[config.mk]
export PLATFORM = sky130hd
export DESIGN_NAME = ephemeral_key_select
export DESIGN_NICKNAME = d
export VERILOG_FILES = /design/src/rtl/elgamal_pkg.sv /design/src/rtl/binary_gcd_step.sv /design/src/rtl/ephemeral_key_select.sv
export SDC_FILE = /design/constraint.sdc
export NUM_CORES = 2
export LEC_CHECK = 0
export ABC_AREA = 1
export BUFFER_PORTS_ARGS = -buffer_cell sky130_fd_sc_hd__buf_2
export CORE_MARGIN = 3
export CORE_UTILIZATION = 64
export DETAILED_ROUTE_END_ITERATION = 16
export GPL_TIMING_DRIVEN = 0
export HOLD_SLACK_MARGIN = 0.08
export PLACE_DENSITY = 0.83
export SLEW_MARGIN = 40
export SYNTH_ARGS = -nofsm -noshare
export SYNTH_HDL_FRONTEND = slang
export SYNTH_SLANG_ARGS = --single-unit
[constraint.sdc]
create_clock -name clk -period 3.9 [get_ports clk]
set_input_delay 0.78 -clock clk [delete_from_list [all_inputs] [get_ports clk]]
set_output_delay 0.78 -clock clk [all_outputs]
set_load 0.02 [all_outputs]
[src/rtl/elgamal_pkg.sv]
// Shared types and sizing for the ElGamal ephemeral-key path.
package elgamal_pkg;

    localparam int KEY_WIDTH = 64;
    localparam int TRY_W     = 8;

    typedef enum logic [2:0] {
        IDLE,
        SETUP,
        WAIT_RND,
        CHECK,
        GCD,
        DONE,
        FAIL
    } state_t;

endpackage

[src/rtl/binary_gcd_step.sv]
// One step of the binary GCD on (a, b) with a held odd; done when b reaches zero,
// at which point a holds the gcd.
module binary_gcd_step
    import elgamal_pkg::*;
#(
    parameter int WIDTH = KEY_WIDTH
) (
    input  logic [WIDTH-1:0] a,
    input  logic [WIDTH-1:0] b,
    output logic [WIDTH-1:0] a_nxt,
    output logic [WIDTH-1:0] b_nxt,
    output logic             done,
    output logic             coprime
);

    always_comb begin
        a_nxt   = a;
        b_nxt   = b;
        done    = (b == '0);
        coprime = (a == WIDTH'(1));
        if (!done) begin
            if (!b[0]) begin
                b_nxt = b >> 1;
            end else if (a > b) begin
                a_nxt = b;
                b_nxt = a;
            end else begin
                b_nxt = b - a;
            end
        end
    end

endmodule

[src/rtl/ephemeral_key_select.sv]
// Rejection-samples LFSR words into an ElGamal ephemeral key 1 <= k <= p-2,
// optionally also requiring gcd(k, p-1) = 1, and hands it out on valid/ready.
//
//  state    | meaning
//  IDLE     | waiting for a request; p captured on input_tvalid
//  SETUP    | derive p-1 and its bit mask, clear try counter
//  WAIT_RND | wait for a fresh random word (never the same word twice)
//  CHECK    | range / parity check of the masked candidate
//  GCD      | iterative binary gcd(cand, p-1)
//  DONE     | k valid, waiting for output_tready
//  FAIL     | no key (too many rejects or p < 5), waiting for output_tready
module ephemeral_key_select
    import elgamal_pkg::*;
#(
    parameter int WIDTH         = KEY_WIDTH,
    parameter int COPRIME_CHECK = 1,
    parameter int MAX_TRIES     = 255
) (
    input  logic             clk,
    input  logic             rst,
    input  logic             input_tvalid,
    input  logic [WIDTH-1:0] p,
    input  logic             rnd_tvalid,
    input  logic [WIDTH-1:0] rnd,
    output logic             output_tvalid,
    input  logic             output_tready,
    output logic [WIDTH-1:0] k,
    output logic             fail,
    output logic             busy
);

    localparam logic [TRY_W-1:0] TRY_LIMIT = TRY_W'(MAX_TRIES);

    state_t           state;
    logic [WIDTH-1:0] p_r;
    logic [WIDTH-1:0] pm1;
    logic [WIDTH-1:0] mask;
    logic [WIDTH-1:0] last_rnd;
    logic [WIDTH-1:0] cand;
    logic [WIDTH-1:0] a;
    logic [WIDTH-1:0] b;
    logic             have_last;
    logic [TRY_W-1:0] try_cnt;

    logic [WIDTH-1:0] pm1_c;
    logic [WIDTH-1:0] mask_c;
    logic [TRY_W-1:0] try_nxt;
    logic [WIDTH-1:0] gcd_a_nxt;
    logic [WIDTH-1:0] gcd_b_nxt;
    logic             gcd_done;
    logic             gcd_coprime;
    logic             cand_ok;
    logic             take;
    logic             rejecting;

    binary_gcd_step #(.WIDTH(WIDTH)) u_gcd (
        .a       (a),
        .b       (b),
        .a_nxt   (gcd_a_nxt),
        .b_nxt   (gcd_b_nxt),
        .done    (gcd_done),
        .coprime (gcd_coprime)
    );

    // Smear the MSB of p-1 downwards to get the sampling mask.
    always_comb begin
        pm1_c  = p_r - WIDTH'(1);
        mask_c = pm1_c;
        for (int s = 1; s < WIDTH; s = s * 2) begin
            mask_c = mask_c | (mask_c >> s);
        end
    end

    // An even candidate shares the factor 2 with the even p-1, so it is dropped before the GCD.
    assign cand_ok = (cand != '0) && (cand < pm1) && !((COPRIME_CHECK != 0) && !cand[0]);
    assign take    = rnd_tvalid && (!have_last || (rnd != last_rnd));
    assign try_nxt = try_cnt + TRY_W'(1);
    assign busy    = (state != IDLE);

    always_comb begin
        rejecting = 1'b0;
        if (state == CHECK) begin
            rejecting = !cand_ok;
        end else if (state == GCD) begin
            rejecting = gcd_done && !gcd_coprime;
        end
    end

    always_ff @(posedge clk) begin
        if (rst) begin
            state         <= IDLE;
            output_tvalid <= 1'b0;
            k             <= '0;
            fail          <= 1'b0;
            try_cnt       <= '0;
            have_last     <= 1'b0;
            p_r           <= '0;
            pm1           <= '0;
            mask          <= '0;
            last_rnd      <= '0;
            cand          <= '0;
            a             <= '0;
            b             <= '0;
        end else begin
            case (state)
                IDLE: begin
                    if (input_tvalid) begin
                        p_r   <= p;
                        state <= SETUP;
                    end
                end
                SETUP: begin
                    pm1       <= pm1_c;
                    mask      <= mask_c;
                    try_cnt   <= '0;
                    have_last <= 1'b0;
                    if (p_r < WIDTH'(5)) begin
                        state         <= FAIL;
                        output_tvalid <= 1'b1;
                        fail          <= 1'b1;
                        k             <= '0;
                    end else begin
                        state <= WAIT_RND;
                    end
                end
                WAIT_RND: begin
                    if (take) begin
                        last_rnd  <= rnd;
                        have_last <= 1'b1;
                        cand      <= rnd & mask;
                        state     <= CHECK;
                    end
                end
                CHECK: begin
                    if (cand_ok) begin
                        if (COPRIME_CHECK != 0) begin
                            a     <= cand;
                            b     <= pm1;
                            state <= GCD;
                        end else begin
                            k             <= cand;
                            output_tvalid <= 1'b1;
                            fail          <= 1'b0;
                            state         <= DONE;
                        end
                    end
                end
                GCD: begin
                    if (!gcd_done) begin
                        a <= gcd_a_nxt;
                        b <= gcd_b_nxt;
                    end else if (gcd_coprime) begin
                        k             <= cand;
                        output_tvalid <= 1'b1;
                        fail          <= 1'b0;
                        state         <= DONE;
                    end
                end
                DONE, FAIL: begin
                    if (output_tready) begin
                        output_tvalid <= 1'b0;
                        fail          <= 1'b0;
                        state         <= IDLE;
                    end
                end
                default: state <= IDLE;
            endcase

            // A rejected candidate from CHECK or GCD either retries or gives up.
            if (rejecting) begin
                try_cnt <= try_nxt;
                if (try_nxt == TRY_LIMIT) begin
                    state         <= FAIL;
                    output_tvalid <= 1'b1;
                    fail          <= 1'b1;
                    k             <= '0;
                end else begin
                    state <= WAIT_RND;
                end
            end
        end
    end

endmodule
# --- Word level (Yosys, flattened, before mapping) ---
# Index checks and enable logic that the tools add are counted.
op_classes:
  magnitude_cmp: 3
  n_reduce_logical: 22
  n_eq_ne: 20
  addsub: 3
  n_mux: 46
  bitwise_logic: 7
op_table:
  columns: ["cell", "count"]
  rows:
  - ["64-bit two-way mux", 13]
  - ["64-bit case mux with 2 select lines", 3]
  - ["64-bit bitwise AND", 1]
  - ["64-bit by 1-bit == test with 1-bit output, second input constant", 1]
  - ["64-bit greater-than comparator", 1]
  - ["64-bit logical NOT", 1]
  - ["64-bit by 3-bit less-than comparator with 1-bit output, second input constant", 1]
  - ["64-bit less-than comparator", 1]
  - ["64-bit != test", 1]
  - ["64-bit by 32-bit OR with 64-bit output", 1]
  - ["64-bit by 48-bit OR with 64-bit output", 1]
  - ["64-bit by 56-bit OR with 64-bit output", 1]
  - ["64-bit by 60-bit OR with 64-bit output", 1]
  - ["64-bit by 62-bit OR with 64-bit output", 1]
  - ["64-bit by 63-bit OR with 64-bit output", 1]
  - ["64-bit nonzero test", 1]
  - ["64-bit by 1-bit subtractor with 64-bit output, second input constant", 1]
  - ["64-bit subtractor", 1]
  - ["3-bit two-way mux", 9]
  - ["3-bit != test, second input constant", 6]
  - ["3-bit case mux with 6 select lines", 1]
  - ["8-bit two-way mux", 2]
  - ["1-bit two-way mux", 15]
  - ["3-bit == test, second input constant", 3]
  - ["other kinds (19)", 33]
word_totals:
  reg_bits: 526
  in_bits: 133
  elab_cells: 114
  output_inout_bits: 67

# --- Longest topological paths before layout ---
depth:
  depth_word: 7
  depth_mapped: 21
  ltp_nobuf: 19

# --- Modules after synthesis ---
# A second synthesis with hierarchy kept.
unflattened:
  cells_unflattened: 6106
  hier_area_um2: 35910.7
by_module_without_submodules:
  columns: ["mod", "area_each_um2", "instances", "seq_area_each_um2", "cells_each"]
  rows:
  - ["ephemeral_key_select", 26824.5, 1, 10510.1, 4137]
  - ["binary_gcd_step", 9086.2, 1, 0.0, 1969]

# --- Least setup slack after synthesis ---
# No wires, ideal clock.
synth_path:
  kind: "reg2reg"
  start: "reg b[0]"
  end: "reg b[11]"
  t_required_ps: 3788
  n_path_buf: 2
  synth_period_minus_slack_ps: 2598
  slack_ps: 1302
  path_stages_with_launch: 20
  setup_ps: 112
  arrival_time_ps: 2486
  cell_sequence: "dfxtp_1 > inv_1 > ha_1 > fa_1 > inv_1 > nand3_1 > nand2_1 > a21oi_1 > o21ai_2 > nand2_1 > nand2_2 > nand2_1 > nand2_2 > buf_4 > buf_2 > nand2_1 > o211ai_1 > nand2_1 > nor2_1 > nor2_1"
synth_via:
  elab_chain_cells: 5
  elab_cells_between_ends: 9
  cone_classes: "1 x add/sub; 1 x order compare; 1 x eq/ne; 4 x mux; 2 x reduce/logical"
synth_lines:
  columns: ["element", "line", "rtl"]
  rows:
  - ["from (decl)", "ephemeral_key_select.sv:41", "logic [WIDTH-1:0] b;"]
  - ["from (signal assigned)", "ephemeral_key_select.sv:138", "b <= pm1;"]
  - ["from (signal assigned)", "ephemeral_key_select.sv:151", "b <= gcd_b_nxt;"]
  - ["64-bit subtractor or 64-bit greater-than comparator (tied branches)", "binary_gcd_step.sv:28, binary_gcd_step.sv:24", null]
  - ["64-bit two-way mux", "binary_gcd_step.sv:24", "end else if (a > b) begin"]
  - ["64-bit two-way mux", "binary_gcd_step.sv:22", "if (!b[0]) begin"]
  - ["64-bit two-way mux", "ephemeral_key_select.sv:149", "if (!gcd_done) begin"]
  - ["64-bit case mux with 2 select lines", "ephemeral_key_select.sv:105", "case (state)"]
# Parallel ways exist; a longest one is shown, timed or not. The select of a mux whose other input is x is not followed.
# A chain may end at the register's enable or synchronous reset.

# --- Worst setup path after layout ---
layout_path:
  start: "reg cand[2]"
  end: "reg k[40]"
layout_via:
  elab_chain_cells: 6
  elab_cells_between_ends: 7
  cone_classes: "1 x order compare; 2 x mux; 4 x reduce/logical"
layout_lines:
  columns: ["element", "line", "rtl"]
  rows:
  - ["from (decl)", "ephemeral_key_select.sv:39", "logic [WIDTH-1:0] cand;"]
  - ["from (signal assigned)", "ephemeral_key_select.sv:130", "cand <= rnd & mask;"]
  - ["64-bit less-than comparator or 64-bit nonzero test (tied branches)", "ephemeral_key_select.sv:75", "assign cand_ok = (cand != '0) && (cand < pm1) && !((COPRIME_CHECK != 0) && !cand[0]);"]
  - ["1-bit logical AND (*) (2 in a row)", "ephemeral_key_select.sv:75", null]
  - ["1-bit logical NOT (*)", "ephemeral_key_select.sv:83", "rejecting = !cand_ok;"]
  - ["1-bit two-way mux (*)", "ephemeral_key_select.sv:82", "if (state == CHECK) begin"]
  - ["64-bit two-way mux (*)", "ephemeral_key_select.sv:170", "if (rejecting) begin"]
  - ["to (signal assigned)", "ephemeral_key_select.sv:141", "k <= cand;"]
  - ["to (signal assigned)", "ephemeral_key_select.sv:153", "k <= cand;"]
  - ["to (decl)", "ephemeral_key_select.sv:27", "output logic [WIDTH-1:0] k,"]
# Every way passes the cells marked *; elsewhere a longest branch is shown, timed or not.

==> results.toml <==
[timing]
fin_crit_ns = 3.85
slew_violations = 0
finalHoldViolCount = 0
tightest_slew_ns = 0.964
grt_setup_unrepaired = "false"
setup_viol = 0
skew_ns = 0.0187
tns_ns = 0
timing.slew.headroom_pct = 35.5
fmax_mhz = 260
fin_hold_ws_ns = 0.408
fin_crit_sh_pct = 98.6

[worst_setup_path]
r2r-start = "cand[2]$_SDFFE_PP0P_"
crit_arrival_ns = 4.41
cp-start-kind = "flop"
r2r-end = "k[40]$_SDFF_PP0_"
end_kind = "flop"
crit_type = "reg -> reg"
worstRegToRegCells = 19
cp_max_fo = 10
r2r_slack_ns = 0.05
crit_required_ns = 4.46

[grt]
antenna_found_initial = 3
grt_pass1_vias = 36700
gr-total-overflow = 0
grt_pass1_wl_mm = 207
grt_max_degree = 16
grt_usage_pct = 48.2

[drt]
routed_wl_mm = 140
dr_wl_met2_mm = 59.6
viasPerCell = 6.04
vias = 39100
drc = 0
met3_length_mm = 17.6
top_layer = "met5"
drt-pass1-iter-count = 17
drtAntennaViolNets = 0
wl_per_cell_um = 21.6
wl_met1_mm = 48.2
dr.first_iter.drc_count = 5638

[floorplanning]
initial_core_util_pct = 65.1
dieArea_sq_mm = 0.0552
io_pins = 200
die_height_um = 235
num_rows = 83
fp.dieW_um = 235
core-area_sq_mm = 0.0516

[synthesis]
synth_edf_count = 0
synth_nets = 5774
syn_inst = 5509
synth-seq-area-share_pct = 31.3
ys_seq_elements = 525
synthArstFlopShare_pct = 0
synth_flop_cell = "dfxtp_1"
yosysWarnings = 0
synth_area_sq_mm = 0.0336
synth_cell_type_count = 48
syn_area_per_cell_sq_um = 6.09

[outcome]
status = "finished, final reports clean"

[cts]
clockBufferDepth = 3
numCtsBuffers = 52
clkSinkCount = 525
cts_tree = "done"
hold_buffers = 0
cts-root-buf = "clkbuf_16"
insertion_delay_ns = 0.65
cts_max_level = 2
path_clk_slew_ns = 0.07

[place]
io_buffer_count = 198
dp_hpwl_mm = 108
dpl.cell_count = 6388
placed_area_sq_mm = 0.0354
routabilityCongestion = 1.17

[cells_and_area]
final_cell_mix = "nand2_1, nor2_1, inv_1"
instances_no_fill = 6484
final_area_sq_mm = 0.0373
drive_gt1_share_pct = 7.36
layout_commonest_cell = "nand2_1"
layout.nets = 6028
areaGrowthSynthToFinish_pct = 11.2

[min_path]
min_to = "last_rnd[48]$_SDFFE_PP0P_"
hold_path_class = "in -> reg"
hold_depth = 3
hp-start = "rnd[48]"

[flow_run]
drv_cap = 0
-- routing by layer --
metal	GRT usage [%]	vias up
li1	-	18000
met2	75.2	2928
met4	40.3	2
met3	11.4	866
met5	0.346	-
met1	56.1	17400
-- flip-flops by register name, summed over array words and instances (netlist names) --
name / cells
state: 3
k: 64
try_cnt: 8
mask: 63
fail: 1
have_last: 1
a: 64
b: 64
output_tvalid: 1
pm1: 64
p_r: 64
last_rnd: 64
cand: 64
-- synth_stat cells (all sizes together) (8+ instances only) --
cell type  count  area [sq um]
clkbuf       138           518
inv          743          2790
xnor2         47           412
a21oi        586          2930
a31oi         12          75.1
o21ai        347          1740
ha           131          1640
a21o          16           120
dfxtp        525         10500
nand4         71           444
o21bai        11          82.6
xor2          70           628
o211ai        27           203
buf           79           427
nor2        1009          3980
o21a           8          60.1
nand3        287          1460
nor3          31           181
nor4          18           113
nand2       1319          5000
or2           10          62.6
-- worst max-delay path by stage --
| stage | to | startpoint | cells after the start |
|---|---|---|---|
| final | k[40]$_SDFF_PP0_ | cand[2]$_SDFFE_PP0P_ | 19 |
| after detailed placement | cand[29]$_SDFFE_PP0P_ | rnd[63] | 14 |
| after global routing | b[38]$_SDFFE_PP0P_ | b[0]$_SDFFE_PP0P_ | 19 |
| after floorplan | b[11]$_SDFFE_PP0P_ | b[0]$_SDFFE_PP0P_ | 19 |
| after CTS | b[45]$_SDFFE_PP0P_ | b[0]$_SDFFE_PP0P_ | 17 |
| after global placement | cand[29]$_SDFFE_PP0P_ | rnd[63] | 14 |
-- final cells by class --
type / count / area (sq um)
fill: 4242 / 14300
buffer: 217 / 958
clock inverter: 29 / 397
multi-input combinational: 4024 / 19400
timing repair buffer: 200 / 1010
clock buffer: 65 / 1440
sequential: 525 / 10500
inverter: 743 / 2790
antenna: 1 / 2.50
tap: 680 / 851
-- cell families (layout without fill, tap and decap cells) --
logic type	count (synthesis)	in the layout	share of synthesized area (%)
AND/OR/NAND/NOR	2756	2756	33.7
AO/OA/AOI/OAI	1019	1019	15.8
buffers and inverters	960	1254	11.1
flip-flops	525	525	31.3
adder cells (fa/ha/maj)	132	132	4.94
XOR/XNOR	117	117	3.10
other	0	1	0
-- repair_timing --
action	CTS	global route
endpoints found under the setup margin	0	108
gates resized for setup	0	11
setup buffers	0	1
hold endpoints to repair	0	0
-- stage by stage --
step	worst slack, ns	utilization (%)
after floorplan	1.30	-
after global placement	-0.101	68.6
after detailed placement	-0.147	68.6
after CTS	0.134	72.2
after global routing	0.0103	72.3
final	0.0534	72.3
-- critical path: stages (launching register included) --
cell and delay (ns):
dfxtp_1 0.80, ha_1 0.37, nand2_1 0.07, inv_1 0.03, nand2_1 0.05, nand2_1 0.05
nand2_1 0.06, nand2_1 0.05, nand2_1 0.05, nand2_1 0.08, nand2_1 0.07, nand2_1 0.16
nand2_1 0.11, nand4_1 0.13, nand2_2 0.27, nand2_1 0.28, nand2_1 0.18, nand2_1 0.40
buf_2 0.36, nor2_1 0.18
Power is left out: the tool's default activity adds up to more than one toggle a clock period on the data nets, which glitch-free logic cannot reach.
